--- src/rtl/p4_pipe_addsub.sv ---
// Pipelined add/subtract datapath with valid/ready flow control.
// Stage 0 computes the full result; later elastic stages only carry it.
module p4_pipe_addsub #(
  parameter int DWIDTH    = 32,
  parameter int STAGES    = 2,
  parameter int CNT_WIDTH = 16
) (
  input  logic                 clk,
  input  logic                 rst,
  input  logic                 in_valid,
  output logic                 in_ready,
  input  logic [DWIDTH-1:0]    A,
  input  logic [DWIDTH-1:0]    B,
  input  logic                 CIN,
  input  logic                 SUB,
  output logic                 out_valid,
  input  logic                 out_ready,
  output logic [DWIDTH-1:0]    S,
  output logic                 COUT,
  output logic                 OVF,
  output logic [CNT_WIDTH-1:0] op_count
);

  localparam int RW = DWIDTH + 2;

  logic [DWIDTH-1:0]    b_eff;
  logic                 cin_eff;
  logic [DWIDTH:0]      sum;
  logic                 ovf_c;
  logic [STAGES-1:0]    vld;
  logic [STAGES-1:0]    adv;
  logic                 adv_chain;
  logic [RW-1:0]        data [STAGES];
  logic [CNT_WIDTH-1:0] cnt_q;

  always_comb begin
    b_eff   = SUB ? ~B : B;
    cin_eff = SUB ? ~CIN : CIN;
    sum     = {1'b0, A} + {1'b0, b_eff} + {{DWIDTH{1'b0}}, cin_eff};
    ovf_c   = (A[DWIDTH-1] == b_eff[DWIDTH-1]) && (sum[DWIDTH-1] != A[DWIDTH-1]);
  end

  // A stage may load when it is empty or its contents move on this cycle,
  // so bubbles are squeezed out while the output is stalled.
  always_comb begin
    adv              = '0;
    adv_chain        = !vld[STAGES-1] || out_ready;
    adv[STAGES-1]    = adv_chain;
    for (int k = STAGES - 2; k >= 0; k--) begin
      adv_chain = !vld[k] || adv_chain;
      adv[k]    = adv_chain;
    end
  end

  assign in_ready = adv[0];

  always_ff @(posedge clk or posedge rst) begin
    if (rst) begin
      vld <= '0;
      for (int k = 0; k < STAGES; k++) data[k] <= '0;
    end else begin
      if (adv[0]) begin
        vld[0] <= in_valid;
        if (in_valid) data[0] <= {ovf_c, sum};
      end
      for (int k = 1; k < STAGES; k++) begin
        if (adv[k]) begin
          vld[k] <= vld[k-1];
          if (vld[k-1]) data[k] <= data[k-1];
        end
      end
    end
  end

  always_ff @(posedge clk or posedge rst) begin
    if (rst) begin
      cnt_q <= '0;
    end else if (in_valid && in_ready && (cnt_q != '1)) begin
      cnt_q <= cnt_q + CNT_WIDTH'(1);
    end
  end

  assign out_valid         = vld[STAGES-1];
  assign {OVF, COUT, S}    = data[STAGES-1];
  assign op_count          = cnt_q;

endmodule

--- config.mk ---
export PLATFORM = sky130hd
export DESIGN_NAME = p4_pipe_addsub
export DESIGN_NICKNAME = d
export VERILOG_FILES = /design/src/rtl/p4_pipe_addsub.sv
export SDC_FILE = /design/constraint.sdc
export NUM_CORES = 1
export LEC_CHECK = 0
export CAP_MARGIN = 20
export CORE_MARGIN = 3
export CORE_UTILIZATION = 47
export DETAILED_ROUTE_END_ITERATION = 10
export PLACE_DENSITY = 0.79
export SLEW_MARGIN = 20
export SYNTH_ARGS = -nofsm -noshare
export SYNTH_HDL_FRONTEND = slang
export SYNTH_SLANG_ARGS = --single-unit
export TNS_END_PERCENT = 5
--- constraint.sdc ---
create_clock -name clk -period 2.8 [get_ports clk]
set_input_delay 0.7 -clock clk [delete_from_list [all_inputs] [get_ports clk]]
set_output_delay 0.7 -clock clk [all_outputs]
set_load 0.03 [all_outputs]
## Word level (Yosys, flattened, before mapping)

Index checks and enable logic that the tools add are counted.

- Register bits after elaboration: 86
- Bits of input ports: 70
- Word-level logic and storage cells: 24

- Add/subtract/negate cells: 3
- Equality and inequality tests: 3
- Multiplexer cells: 2
- Bitwise gates (word level): 2
- Reduce and logical (&&, ||, !) cells: 9

Operators with widths:

| operator | number |
|---|---|
| $add 32x32->33 | 1 |
| $add 33x1->33 | 1 |
| $mux 32 | 1 |
| $not 32->32 | 1 |
| $add 16x1->16 const B | 1 |
| $ne 16x16->1 const B | 1 |
| $reduce_and 2->1 | 2 |
| $logic_and 1x1->1 | 3 |
| $logic_not 1->1 | 2 |
| $logic_or 1x1->1 | 2 |
| $eq 1x1->1 | 1 |
| $mux 1 | 1 |
| $ne 1x1->1 | 1 |
| $not 1->1 | 1 |

## Depth between registers and ports, before layout

- Depth after elaboration: 6
- Depth in mapped cells: 13
- Gate-level depth less buffers: 11

## Least setup slack after synthesis

Ideal clock, no wire load.

- Path type: in2reg
- Start: input port SUB
- End: register data[62] (netlist bit)
- Data arrival time: 3.746 ns
- Data required time: 2.676 ns
- Slack: -1.070 ns
- Stages on the path: 13
- Path buffers: 2
- Cells stage by stage: clkbuf_1 clkbuf_1 xor2_1 fa_1 inv_1 fa_1 nor2b_2 o31a_2 o31ai_2 or3_4 a2111oi_4 nor4_1 a211o_1

- Word-level cells in the longest chain between the ends: 3
- Elaborated cells between the ends (all ways): 4

Ends and longest elaborated chain:

| item | line | source |
|---|---|---|
| from (decl) | 15 | `input logic SUB,` |
| $mux 32 | 37 | `b_eff = SUB ? ~B : B;` |
| $add 32x32->33 | 39 | `sum = {1'b0, A} + {1'b0, b_eff} + {{DWIDTH{1'b0}}, cin_eff};` |
| $add 33x1->33 * | 39 |  |
| to (signal, indexed assignment) | 69 | `if (vld[k-1]) data[k] <= data[k-1];` |
| to (decl) | 33 | `logic [RW-1:0] data [STAGES];` |

Mark *: on every way between the ends. The rest lies on a longest branch, timed or not.
A chain may end at the register's enable or synchronous reset.

## Worst setup path in the final report

- Start: input port B[8]
- End: register data[65] (netlist bit)

- Word-level cells in the longest chain between the ends: 4

Ends and longest elaborated chain:

| item | line | source |
|---|---|---|
| from (decl) | 13 | `input logic [DWIDTH-1:0] B,` |
| $not 32->32 | 37 |  |
| $mux 32 * | 37 |  |
| $add 32x32->33 * | 39 |  |
| $add 33x1->33 * | 39 |  |

Marks and branches as above.

==> results.yml <==
yosys:
  syn_inst: 616
  synth_top_area_frac: 0.367
  avgSynthCellArea_sq_um: 9.53
  synth-async-reset-ratio: 1.00
  synth_edf_count: 0
  yosysTopAreaCell: "dfrtp_1"
  synth_nets: 720
  seq_area_frac_synth: 0.367
  yosysWarnings: 0
  synth_area_sq_um: 5870
  ys_types: 74
  synth_area_leaders: "dfrtp_1 (37%), ha_1 (6.8%), mux2_2 (6.7%), xor2_1 (6.0%), buf_4 (4.1%)"
  synth-seq-cells: 86
  synthFlopType: "dfrtp_1"
clocking:
  clkLatencyLatePin_ns: 0.34
  tritoncts: "done"
  htreeDepth: 3
  clk_path_buf_depth: 2
  clk_pin_slew_ns: 0.07
  cts_root_buffer: "clkbuf_16"
  cts-buffers-inserted: 9
  numClockSinks: 86
placement:
  place.port_buffers: 121
  dp_hpwl_um: 12000
  placed_cell_area_sq_um: 7840
  place_congestion: 0.904
global_routing:
  grt-ovfl-total: 0
  antenna_found_initial: 0
  track_usage: 0.214
  grt_pass1_vias: 5147
  grt_start_max_net_pins: 53
  grt_pass1_wl_um: 24900
routing:
  drcViolationCount: 0
  antenna_left: 0
  wl_met1_um: 7020
  drt-wirelength-per-cell_um: 15.5
  vias: 5234
  vias_per_cell: 5.35
  routed-wl-met3_um: 707
  drtIter0Drc: 265
  met2WireLength_um: 7220
  first_pass_iters: 4
  top_layer: "met4"
  wl_um: 15100
timing:
  setup_violations: 7
  fin_ws_ns: -0.0937
  rsz0062_at_grt: "yes"
  finalCritPeriodShare: 1.03
  report.final.slew_viol_count: 0
  fin_hold_ws_ns: 0.473
  slew_headroom: 0.654
  fin_worst_skew_ns: 0.00530
  hold_viol: 0
  fmax_ghz: 0.346
  tns_ns: -0.375
  worst_pin_slew_ns: 0.519
  finalCriticalPeriod_ns: 2.89
power_and_ir_drop:
  fin_total_pwr_mw: 5.85
  pwr_density_cell_nw_per_um2: 697
  p_leak_nw: 3.71
  peakVddDrop_mv: 0.343
floorplan:
  die_x_um: 118
  core_area_sq_um: 12100
  rows: 40
  die_y_um: 118
  ios: 122
  dieArea_sq_um: 13900
  start_util: 0.485
worst_setup_path:
  worstPathArrival_ns: 3.14
  required_ns: 3.04
  crit_path_end_kind: "flip-flop"
  r2r_cells: 7
  cp-start-kind: "input pin"
  crit_type: "in2reg"
  cp_max_fo: 5
finish:
  diodes: 0
  final_cell_mix: "clkdlybuf4s50_1 (113), buf_4 (111), dfrtp_1 (86)"
  utilization: 0.693
  finalInstanceArea_sq_um: 8390
  final_common_cell: "clkdlybuf4s50_1"
  drive_gt1_frac: 0.278
  synthToLayoutAreaGrowth_pct: 42.9
  layout.nets: 909
min_path:
  worstHoldPathCells: 2
  min_path_type: "reg2reg"
run_status:
  violations: "negative setup slack"
  status: "finished, violations left"
job:
  maxCapViolations: 0
## area by class of cell
class | instances | area [sq um]
fill | 948 | 3720
clock buffer | 10 | 229
timing repair buffer | 238 | 2140
tap | 168 | 210
multi-input combinational | 455 | 3530
sequential | 86 | 2150
clock inverter | 6 | 70.1
inverter | 15 | 57.6
## where the power goes
group          total [mW]  internal, mW  leakage (nW)  switching [mW]
logic                2.76          1.34          2.51            1.42
clock network        1.21         0.698         0.141           0.512
registers            1.88          1.62          1.06           0.254
total                5.85          3.66          3.71            2.19
## critical path, cell delays in order
cell	delay, ns
clkdlybuf4s50_1	0.48
xor2_1	0.15
ha_1	0.28
buf_4	0.15
a21oi_1	0.13
or2_4	0.14
a31oi_4	0.12
o31ai_4	0.41
nor2_2	0.11
a41o_1	0.26
o31ai_1	0.21
## cells in the mapped netlist, types with 8 or more instances
master and instances:
dfrtp_1 86, nand2_1 63, xor2_1 40, mux2_2 35, o21ai_0 35, a21oi_1 33, buf_4 32, ha_1 32
nor2_1 26, clkbuf_1 23, xnor2_1 22, a21o_1 15, inv_1 15, nand3_1 15, and2_1 9, nand4_1 9
o211ai_1 8
## flip-flops by register name, indices dropped and copies added, names as in the netlist
register,count
COUT,1
S,32
data,34
vld,2
op_count,16
OVF,1
## per-layer routing
metal  track usage  up-vias
met5             0        -
met4        0.0601        0
met3        0.0298       13
met1         0.300     2532
li1              -     2545
met2         0.348      144
## cell families (layout without fill, tap and decap cells)
logic type	after synthesis	in the layout	share of synthesized area
compound gates	150	150	0.178
xor+xnor	62	62	0.0925
fa+ha+maj	34	34	0.0750
buf+inv	75	269	0.0688
flops	86	86	0.367
mux	36	36	0.0688
simple gates	173	173	0.150
## stage by stage
| step | setup WS [ns] | std cells |
|---|---|---|
| finish | -0.0937 | 978 |
| global route | -0.229 | 978 |
| CTS | -0.183 | 971 |
| detailed placement | -0.881 | 954 |
| global placement | -0.795 | 954 |
| floorplan | -0.524 | 616 |
## final timing paths
path	startpoint	end	slack [ns]
worst max-delay path	B[8]	data[65]	-0.09
worst min-delay path	data[43]	data[43]	0.47
worst max register to register	op_count[4]	op_count[11]	0.79
worst min register to register	data[43]	data[43]	0.47
max in group asynchronous	rst	vld[1]	1.54
min in group asynchronous	rst	data[45]	0.70
## timing repair
item                       in CTS  in global routing
setup endpoints to repair      27                 25
gates resized for setup        27                 34
pin swaps                      12                 17
hold buffers                    0                  0
buffers inserted                1                  7
Note: power is estimated with default switching activity, not from simulation.
